<file path="src/rtl/mem_access_pkg.sv">
// Shared definitions for the MEM stage: bus widths, ALU op codes, stall
// polarity, FSM state encoding and small op-decoding helpers.
package mem_access_pkg;

  localparam int RegBus     = 32;
  localparam int RegAddrBus = 5;
  localparam int AluOpBus   = 8;

  localparam logic Stop   = 1'b1;
  localparam logic NoStop = 1'b0;

  localparam logic [AluOpBus-1:0] EXE_NOP_OP = 8'b0000_0000;
  localparam logic [AluOpBus-1:0] EXE_ADD_OP = 8'b0010_0000;
  localparam logic [AluOpBus-1:0] EXE_LB_OP  = 8'b1110_0000;
  localparam logic [AluOpBus-1:0] EXE_LH_OP  = 8'b1110_0001;
  localparam logic [AluOpBus-1:0] EXE_LW_OP  = 8'b1110_0011;
  localparam logic [AluOpBus-1:0] EXE_LBU_OP = 8'b1110_0100;
  localparam logic [AluOpBus-1:0] EXE_LHU_OP = 8'b1110_0101;
  localparam logic [AluOpBus-1:0] EXE_SB_OP  = 8'b1110_1000;
  localparam logic [AluOpBus-1:0] EXE_SH_OP  = 8'b1110_1001;
  localparam logic [AluOpBus-1:0] EXE_SW_OP  = 8'b1110_1011;

  typedef enum logic [1:0] {
    ST_IDLE = 2'd0,
    ST_WAIT = 2'd1,
    ST_DONE = 2'd2
  } state_e;

  function automatic logic is_load_op(input logic [AluOpBus-1:0] op);
    logic r;
    case (op)
      EXE_LB_OP, EXE_LH_OP, EXE_LW_OP, EXE_LBU_OP, EXE_LHU_OP: r = 1'b1;
      default: r = 1'b0;
    endcase
    return r;
  endfunction

  function automatic logic is_store_op(input logic [AluOpBus-1:0] op);
    logic r;
    case (op)
      EXE_SB_OP, EXE_SH_OP, EXE_SW_OP: r = 1'b1;
      default: r = 1'b0;
    endcase
    return r;
  endfunction

  function automatic logic is_misaligned(input logic [AluOpBus-1:0] op,
                                         input logic [1:0]          lo);
    logic r;
    case (op)
      EXE_LH_OP, EXE_LHU_OP, EXE_SH_OP: r = lo[0];
      EXE_LW_OP, EXE_SW_OP:             r = (lo != 2'b00);
      default:                          r = 1'b0;
    endcase
    return r;
  endfunction

  // Loads always fetch the whole word; stores enable only the lanes written.
  function automatic logic [3:0] bus_lanes(input logic [AluOpBus-1:0] op,
                                           input logic [1:0]          lo);
    logic [3:0] r;
    case (op)
      EXE_SB_OP: r = 4'b0001 << lo;
      EXE_SH_OP: r = lo[1] ? 4'b1100 : 4'b0011;
      default:   r = 4'b1111;
    endcase
    return r;
  endfunction

endpackage

</file>
<file path="src/rtl/mem_access_if.sv">
// Data-bus interface between the MEM stage (master) and the memory
// responder (slave).
//   bus_req_o   request held until acknowledged
//   bus_we_o    1 = write
//   bus_sel_o   byte-lane enables
//   bus_addr_o  word-aligned address
//   bus_wdata_o lane-replicated store data
//   bus_ack_i   completion, may arrive in the request cycle
//   bus_rdata_i read word
interface mem_access_if;
  import mem_access_pkg::*;

  logic              bus_req_o;
  logic              bus_we_o;
  logic [3:0]        bus_sel_o;
  logic [RegBus-1:0] bus_addr_o;
  logic [RegBus-1:0] bus_wdata_o;
  logic              bus_ack_i;
  logic [RegBus-1:0] bus_rdata_i;

  modport master (
    output bus_req_o, bus_we_o, bus_sel_o, bus_addr_o, bus_wdata_o,
    input  bus_ack_i, bus_rdata_i
  );

  modport slave (
    input  bus_req_o, bus_we_o, bus_sel_o, bus_addr_o, bus_wdata_o,
    output bus_ack_i, bus_rdata_i
  );
endinterface

</file>
<file path="src/rtl/mem_access_load_extend.sv">
// Combinational load formatter: picks the byte/halfword lane addressed by
// the low address bits and sign- or zero-extends it.
//   aluop_i  load op code
//   lane_i   address bits 1:0
//   rdata_i  raw bus read word
//   data_o   extended register value
module load_extend
  import mem_access_pkg::*;
(
  input  logic [AluOpBus-1:0] aluop_i,
  input  logic [1:0]          lane_i,
  input  logic [RegBus-1:0]   rdata_i,
  output logic [RegBus-1:0]   data_o
);

  logic [7:0]  byte_s;
  logic [15:0] half_s;

  always_comb begin
    byte_s = rdata_i[7:0];
    case (lane_i)
      2'd1:    byte_s = rdata_i[15:8];
      2'd2:    byte_s = rdata_i[23:16];
      2'd3:    byte_s = rdata_i[31:24];
      default: byte_s = rdata_i[7:0];
    endcase
    half_s = lane_i[1] ? rdata_i[31:16] : rdata_i[15:0];

    case (aluop_i)
      EXE_LB_OP:  data_o = {{24{byte_s[7]}}, byte_s};
      EXE_LBU_OP: data_o = {24'd0, byte_s};
      EXE_LH_OP:  data_o = {{16{half_s[15]}}, half_s};
      EXE_LHU_OP: data_o = {16'd0, half_s};
      default:    data_o = rdata_i;
    endcase
  end

endmodule

</file>
<file path="src/rtl/mem_access.sv">
// MEM pipeline stage: passes ALU results through, runs loads/stores over
// a single-outstanding data bus and stalls the pipeline until the access
// completes.
//   clk, rst                        clock, synchronous active-high reset
//   stall                           pipeline stall vector (bit 4 = WB held)
//   mem_wd/mem_wreg/mem_wdata       EX/MEM destination, enable, ALU result
//   mem_aluop/mem_mem_addr/mem_reg2 op, effective address, store source
//   wd_o/wreg_o/wdata_o             result towards MEM/WB
//   stallreq_o                      freeze IF..MEM while the bus is busy
//   misalign_o                      misaligned access dropped
//   bus                             data-bus master port
//
// state   | meaning
// IDLE    | pass-through; memory op issues its request this cycle
// WAIT    | request outstanding, waiting for ack
// DONE    | load result presented until WB accepts it
module mem_access
  import mem_access_pkg::*;
(
  input  logic                  clk,
  input  logic                  rst,
  input  logic [5:0]            stall,
  input  logic [RegAddrBus-1:0] mem_wd,
  input  logic                  mem_wreg,
  input  logic [RegBus-1:0]     mem_wdata,
  input  logic [AluOpBus-1:0]   mem_aluop,
  input  logic [RegBus-1:0]     mem_mem_addr,
  input  logic [RegBus-1:0]     mem_reg2,
  output logic [RegAddrBus-1:0] wd_o,
  output logic                  wreg_o,
  output logic [RegBus-1:0]     wdata_o,
  output logic                  stallreq_o,
  output logic                  misalign_o,
  mem_access_if.master          bus
);

  state_e            state_q;
  logic [RegBus-1:0] load_q;

  logic              load_op, store_op, mem_op, bad_align;
  logic              issue, bus_active, ack_hit;
  logic [RegBus-1:0] ext_data;
  logic              unused_stall;

  assign unused_stall = ^{stall[5], stall[3:0]};

  assign load_op   = is_load_op(mem_aluop);
  assign store_op  = is_store_op(mem_aluop);
  assign mem_op    = load_op | store_op;
  assign bad_align = is_misaligned(mem_aluop, mem_mem_addr[1:0]);

  // Outputs are gated by rst so the stage is silent for the whole reset
  // cycle, not just after the reset edge.
  assign issue      = !rst && (state_q == ST_IDLE) && mem_op && !bad_align;
  assign bus_active = issue || (!rst && (state_q == ST_WAIT));
  assign ack_hit    = bus_active && bus.bus_ack_i;

  load_extend u_load_extend (
    .aluop_i (mem_aluop),
    .lane_i  (mem_mem_addr[1:0]),
    .rdata_i (bus.bus_rdata_i),
    .data_o  (ext_data)
  );

  always_ff @(posedge clk) begin
    if (rst) begin
      state_q <= ST_IDLE;
      load_q  <= '0;
    end else begin
      case (state_q)
        ST_IDLE: begin
          if (issue) begin
            state_q <= ack_hit ? ST_DONE : ST_WAIT;
            if (ack_hit) load_q <= load_op ? ext_data : '0;
          end
        end
        ST_WAIT: begin
          if (ack_hit) begin
            state_q <= ST_DONE;
            load_q  <= load_op ? ext_data : '0;
          end
        end
        ST_DONE: begin
          if (stall[4] != Stop) state_q <= ST_IDLE;
        end
        default: state_q <= ST_IDLE;
      endcase
    end
  end

  always_comb begin
    wd_o       = '0;
    wreg_o     = 1'b0;
    wdata_o    = '0;
    stallreq_o = 1'b0;
    misalign_o = 1'b0;
    if (!rst) begin
      wd_o = mem_wd;
      case (state_q)
        ST_IDLE: begin
          if (!mem_op) begin
            wreg_o  = mem_wreg;
            wdata_o = mem_wdata;
          end else if (bad_align) begin
            misalign_o = 1'b1;
          end else begin
            stallreq_o = 1'b1;
          end
        end
        ST_WAIT: stallreq_o = 1'b1;
        ST_DONE: begin
          wreg_o  = load_op & mem_wreg;
          wdata_o = load_q;
        end
        default: ;
      endcase
    end
  end

  // Bus fields come straight from the EX/MEM inputs, which the stall keeps
  // frozen while the request is outstanding.
  always_comb begin
    bus.bus_req_o   = bus_active;
    bus.bus_we_o    = 1'b0;
    bus.bus_sel_o   = '0;
    bus.bus_addr_o  = '0;
    bus.bus_wdata_o = '0;
    if (bus_active) begin
      bus.bus_we_o   = store_op;
      bus.bus_sel_o  = bus_lanes(mem_aluop, mem_mem_addr[1:0]);
      bus.bus_addr_o = {mem_mem_addr[31:2], 2'b00};
      case (mem_aluop)
        EXE_SB_OP: bus.bus_wdata_o = {4{mem_reg2[7:0]}};
        EXE_SH_OP: bus.bus_wdata_o = {2{mem_reg2[15:0]}};
        EXE_SW_OP: bus.bus_wdata_o = mem_reg2;
        default:   bus.bus_wdata_o = '0;
      endcase
    end
  end

endmodule

</file>
<file path="src/flat_wrapper.sv">
// flat-port wrapper written by rule: the top's interface ports become plain ports
module mem_access_flat import mem_access_pkg::*;
  (clk, rst, stall, mem_wd, mem_wreg, mem_wdata, mem_aluop, mem_mem_addr, mem_reg2, wd_o, wreg_o, wdata_o, stallreq_o, misalign_o, bus_bus_req_o, bus_bus_we_o, bus_bus_sel_o, bus_bus_addr_o, bus_bus_wdata_o, bus_bus_ack_i, bus_bus_rdata_i);
  mem_access_if bus_i ();
  input  logic clk;
  input  logic rst;
  input  logic [5:0] stall;
  input  logic [RegAddrBus-1:0] mem_wd;
  input  logic mem_wreg;
  input  logic [RegBus-1:0] mem_wdata;
  input  logic [AluOpBus-1:0] mem_aluop;
  input  logic [RegBus-1:0] mem_mem_addr;
  input  logic [RegBus-1:0] mem_reg2;
  output logic [RegAddrBus-1:0] wd_o;
  output logic wreg_o;
  output logic [RegBus-1:0] wdata_o;
  output logic stallreq_o;
  output logic misalign_o;
  output wire logic [$bits(bus_i.bus_req_o)-1:0] bus_bus_req_o;
  output wire logic [$bits(bus_i.bus_we_o)-1:0] bus_bus_we_o;
  output wire logic [$bits(bus_i.bus_sel_o)-1:0] bus_bus_sel_o;
  output wire logic [$bits(bus_i.bus_addr_o)-1:0] bus_bus_addr_o;
  output wire logic [$bits(bus_i.bus_wdata_o)-1:0] bus_bus_wdata_o;
  input wire logic [$bits(bus_i.bus_ack_i)-1:0] bus_bus_ack_i;
  input wire logic [$bits(bus_i.bus_rdata_i)-1:0] bus_bus_rdata_i;
  assign bus_bus_req_o = bus_i.bus_req_o;
  assign bus_bus_we_o = bus_i.bus_we_o;
  assign bus_bus_sel_o = bus_i.bus_sel_o;
  assign bus_bus_addr_o = bus_i.bus_addr_o;
  assign bus_bus_wdata_o = bus_i.bus_wdata_o;
  assign bus_i.bus_ack_i = bus_bus_ack_i;
  assign bus_i.bus_rdata_i = bus_bus_rdata_i;
  mem_access u_core (.clk(clk), .rst(rst), .stall(stall), .mem_wd(mem_wd), .mem_wreg(mem_wreg), .mem_wdata(mem_wdata), .mem_aluop(mem_aluop), .mem_mem_addr(mem_mem_addr), .mem_reg2(mem_reg2), .wd_o(wd_o), .wreg_o(wreg_o), .wdata_o(wdata_o), .stallreq_o(stallreq_o), .misalign_o(misalign_o), .bus(bus_i));
endmodule
</file>
<file path="config.mk">
export PLATFORM = sky130hd
export DESIGN_NAME = mem_access_flat
export DESIGN_NICKNAME = d
export VERILOG_FILES = /design/src/rtl/mem_access_pkg.sv /design/src/rtl/mem_access_if.sv /design/src/rtl/mem_access_load_extend.sv /design/src/rtl/mem_access.sv /design/src/flat_wrapper.sv
export SDC_FILE = /design/constraint.sdc
export NUM_CORES = 1
export LEC_CHECK = 0
export BUFFER_PORTS_ARGS = -buffer_cell sky130_fd_sc_hd__buf_2
export CAP_MARGIN = 20
export CORE_AREA = 5 5 98 100
export DETAILED_ROUTE_END_ITERATION = 7
export DIE_AREA = 0 0 103 105
export GPL_TIMING_DRIVEN = 0
export PLACE_DENSITY = 0.78
export SYNTH_ARGS = -nofsm -noshare
export SYNTH_HDL_FRONTEND = slang
export SYNTH_SLANG_ARGS = --single-unit
</file>
<file path="constraint.sdc">
create_clock -name clk -period 5.82 [get_ports clk]
set_clock_uncertainty 0.05 [all_clocks]
set_input_delay 0.873 -clock clk [delete_from_list [all_inputs] [get_ports clk]]
set_output_delay 0.873 -clock clk [all_outputs]
set_load 0.05 [all_outputs]
</file>
After elaboration in Yosys (flattened, before gate mapping):

Index checks and enable logic that the tools add are counted.

* register bits after elaboration: 34
* output and inout port bits: 110

* equality and inequality tests: 16
* shift-type cells: 1
* muxes and demuxes: 37
* bitwise operators: 2
* reductions and logical operators: 17

Operators by type and width (number)
* 32-bit two-way mux: 7
* 32-bit case mux with 2 select lines: 2
* 32-bit case mux with 4 select lines: 1
* 32-bit case mux with 3 select lines: 1
* 8-bit == test (second input constant): 8
* 8-bit case mux with 3 select lines: 1
* 16-bit two-way mux: 1
* 1-bit two-way mux: 12
* 2-bit two-way mux: 4
* 4-bit two-way mux: 2
* 4-bit case mux with 2 select lines: 1
* 2-bit == test (second input constant): 3
* 1-bit case mux with 2 select lines: 3
* 2-bit case mux with 3 select lines: 1
* 3-bit OR reduction: 2
* 1-bit logical AND: 5
* 5-bit two-way mux: 1
* 5-bit OR reduction: 1
* 2-bit by 1-bit == test with 1-bit output (second input constant): 2
* 2-bit by 1-bit inequality test with 1-bit output (second input constant): 2
* 2-bit nonzero test: 2
* 1-bit by 2-bit left shift with 4-bit output (first input constant): 1
* 3-bit AND reduction: 1
* 1-bit logical NOT: 2
* other kinds (7): 7

Depth between registers and ports, before layout:

* depth after elaboration: 11
* gate-level depth with buffers: 8

Cells and area by module:

From an unflattened synthesis, not the netlist that was laid out.

* cell total of the unflattened synthesis: 526
* area total of the unflattened synthesis: 3955.0 um^2

Modules (own cells, without submodules)
* mem_access: times used 1, cells each 410, area each 2980.4 um^2
* load_extend: times used 1, cells each 116, area each 974.7 um^2

Worst setup path before layout:

OpenSTA, ideal clock, no wires.

* path type: input to output
* start point: in mem_aluop[2]
* end point: out wreg_o
* data arrival time: 3350 ps
* required time: 4897 ps
* setup slack: 1547 ps
* stages on the path: 5
* cell sequence: buf_6 -> nand2b_1 -> a211oi_1 -> a21oi_1 -> nor4b_1

* longest elaborated chain between the ends: 7
* elaborated cells on any way between the ends: 17
* those cells by class: eq/ne (8); mux (5); bitwise (2); reduce/logical (2)

Ends and longest elaborated chain
* start: declaration: line flat_wrapper.sv:11 `input logic [AluOpBus-1:0] mem_aluop;`
* 8-bit == test (on tied branches): line mem_access_pkg.sv:31, mem_access_pkg.sv:40
* 5-bit OR reduction / 3-bit OR reduction (equally long branches): line mem_access_pkg.sv:31, mem_access_pkg.sv:40
* 1-bit two-way mux (on tied branches): line mem_access_pkg.sv:31, mem_access_pkg.sv:40
* 1-bit bitwise OR: line mem_access.sv:49 `assign mem_op = load_op | store_op;`
* 1-bit two-way mux: line mem_access.sv:101 `if (!mem_op) begin`
* 1-bit case mux with 2 select lines (*): line mem_access.sv:99 `case (state_q)`
* 1-bit two-way mux (*): line mem_access.sv:97 `if (!rst) begin`
* end: declaration: line flat_wrapper.sv:15 `output logic wreg_o;`

Mark *: on every way between the ends. The rest lies on a longest branch, timed or not.

Final worst setup path:

* start point: in mem_aluop[7]
* end point: out wdata_o[22]

* longest elaborated chain between the ends: 7
* elaborated cells on any way between the ends: 16
* those cells by class: eq/ne (8); mux (5); bitwise (1); reduce/logical (2)

Ends and longest elaborated chain
* 8-bit == test (on tied branches): line mem_access_pkg.sv:31, mem_access_pkg.sv:40
* 5-bit OR reduction / 3-bit OR reduction (equally long branches): line mem_access_pkg.sv:31, mem_access_pkg.sv:40
* 1-bit two-way mux (on tied branches): line mem_access_pkg.sv:31, mem_access_pkg.sv:40
* 1-bit bitwise OR (*): line mem_access.sv:49
* 32-bit two-way mux (*): line mem_access.sv:101
* 32-bit case mux with 2 select lines (*): line mem_access.sv:99
* 32-bit two-way mux (*): line mem_access.sv:97
* end: declaration: line flat_wrapper.sv:16 `output logic [RegBus-1:0] wdata_o;`

Marks and branches as above.

==> flow_summary.json <==
{
  "drt-total-wl_mm": 14.0,
  "worstHoldPathCells": 1,
  "tns_ns": 0,
  "whs_ns": 0.429,
  "grt_pass1_wl_mm": 21.4,
  "fin_crit_ns": 4.05,
  "tightest_slew_ns": 0.961,
  "synth_flop_cell": "dfxtp_1",
  "cp_max_fo": 10,
  "initial_core_util_pct": 38.2,
  "slew_headroom_pct": 35.4,
  "clockRootBuffer": "clkbuf_8",
  "fin_ws_ns": 1.77,
  "finalHoldViolCount": 0,
  "final_common_cell": "buf_2",
  "maxCapViolCount": 0,
  "leakage_nw": 2.36,
  "cts.sinks": 34,
  "rows": 34,
  "first_global_vias": 4307,
  "min_path_type": "flip-flop to flip-flop",
  "period_share_pct": 69.6,
  "drtIter0Drc": 295,
  "fin_nets": 834,
  "synth_top_area_share_pct": 20.7,
  "setup_viol": 0,
  "start_kind": "input pin",
  "cts-htree-levels": 2,
  "synth-seq-cells": 34,
  "crit_type": "input pin to primary output",
  "worstPathRequired_ns": 4.90,
  "critPathBufInv": 3,
  "status": "finished clean",
  "post_cts_resized": 0,
  "clock_tree.buffer_depth": 2,
  "synth.avg_cell_area_sq_um": 7.75,
  "max_freq_mhz": 247,
  "synth_cell_types": 53,
  "insertion_delay_ns": 0.29,
  "dieWidth_um": 103,
  "die_area_sq_mm": 0.0108,
  "final_cell_mix": "buf_2 (257), nor2_1 (65), a22oi_1 (40), nor2b_1 (35), dfxtp_1 (34)",
  "path_delay_family": "simple AND/OR/NAND/NOR gates",
  "ys_seq_area_share_pct": 20.7,
  "fin_util_pct": 55.4,
  "grt_overflow": 0,
  "ys_warn_count": 0,
  "cts.hold.buffers_added": 0,
  "synthArstFlopShare_pct": 0,
  "slew_violations": 0,
  "syn-cell-area_sq_mm": 0.00329,
  "rsz0062_at_grt": "no",
  "cts_made_buffers": 5,
  "powerDensity_mw_per_mm2": 136,
  "num_io_pins": 261,
  "core-area_sq_mm": 0.00859,
  "post_dp_cell_area_sq_mm": 0.00469,
  "path_cells": "buf_2 > nand4b_4 > a2111oi_2 > nor4_2 > clkbuf_1 > a22oi_1 > nor2_1 > buf_2",
  "grt_use_total_pct": 24.6,
  "firstDrtPassIters": 5,
  "cp.arrival_ns": 3.13,
  "yosys.area.top_type": "dfxtp_1",
  "post_cts_buffers": 0,
  "detail_route.wl_per_cell_um": 17.7,
  "post-dp-hpwl_mm": 11.6,
  "slowest_stage": "nor4_2",
  "vdd_drop_max_mv": 0.0735,
  "syn_inst": 424,
  "path_depth": 8,
  "final_area_sq_mm": 0.00476,
  "drive_above_1_share_pct": 48.5,
  "gp_congestion": 0.951,
  "synthToLayoutAreaGrowth_pct": 45.0,
  "viasPerCell": 5.50,
  "grt_max_degree": 11,
  "die_h_um": 105,
  "antenna_found_initial": 0,
  "cts_tree": "built",
  "path_clk_slew_ns": 0.07,
  "io_buffers": 249,
  "synth_edf_count": 0,
  "ys_top_cells_by_area": "dfxtp_1 (21%), a22oi_1 (9.1%), nor2_1 (7.4%), nor2b_1 (6.7%), mux4_2 (5.5%)",
  "cp_common_cell": "buf_2",
  "post-place-ws_ns": 1.88,
  "antennaDiodeCount": 0,
  "slowest_delay_ns": 0.80,
  "antenna_left": 0,
  "drc": 0,
  "crit_path_end_kind": "primary output",
  "vias": 4350,
  "reg2reg_depth": 7
}
where the power goes:
part           internal [mW]  total (mW)  switching, mW
clock                 0.0802       0.168         0.0876
sequential             0.233       0.233       0.000395
combinational         0.0922       0.245          0.153
worst reg2reg max path: cells and delay by family, from the launching register on:
family,cells,cell delay (ns)
buffers and inverters,2,0.44
AOI/OAI and AO/OA,4,1.35
DFF,1,0.30
and+or+nand+nor,1,0.10
worst paths after layout:
check | from | end | slack [ns]
worst max-delay path | mem_aluop[7] | wdata_o[22] | 1.77
worst min register to register | u_core.load_q[31]$_SDFFE_PP0P_ | u_core.load_q[31]$_SDFFE_PP0P_ | 0.43
worst max register to register | u_core.state_q[0]$_SDFFE_PP0P_ | u_core.load_q[6]$_SDFFE_PP0P_ | 3.46
worst min-delay path | u_core.load_q[31]$_SDFFE_PP0P_ | u_core.load_q[31]$_SDFFE_PP0P_ | 0.43
kinds of logic (layout without fill, tap and decap cells):
logic type | after synthesis | in the layout | synth area share (%)
multiplexers | 25 | 25 | 11.2
other | 1 | 2 | 0.114
AND/OR/NAND/NOR | 175 | 175 | 27.3
AO/OA/AOI/OAI | 133 | 133 | 32.1
buffers and inverters | 56 | 314 | 8.53
flip-flops | 34 | 34 | 20.7
flip-flops by register name (all words and copies together) (netlist names):
register	count
u_core.state_q	2
u_core.load_q	32
metrics by stage:
step                power (mW)  cells
global route             0.676    791
CTS                      0.646    791
global placement         0.477    782
finish                   0.646    791
floorplan                0.392    425
detailed placement       0.482    784
area by class of cell:
cell class	count	area, sq um
Fill cell	826	3830
Inverter	14	52.6
Tap cell	108	135
Timing Repair Buffer	251	1260
Clock inverter	2	10.0
Clock buffer	5	68.8
Buffer	42	228
Sequential cell	34	681
Multi-Input combinational cell	335	2330
synth_stat cells, drive strengths merged (6+ instances only):
master	n
o2bb2ai	22
mux2	15
nor3	10
a22oi	40
dfxtp	34
mux4	8
buf	19
nor4	6
nand3	8
a21oi	39
a211oi	8
and2	9
clkbuf	23
nor2b	35
nand2	29
o31ai	8
inv	14
nor2	66
routing by layer:
metal	vias up	GRT usage, %	share of wire (%)
met2	235	41.9	50
met5	-	0	0
met1	2022	30.1	38
met3	37	5.40	8.5
met4	0	8.23	2.9
li1	2056	-	-
(Power assumes the default switching activity.)
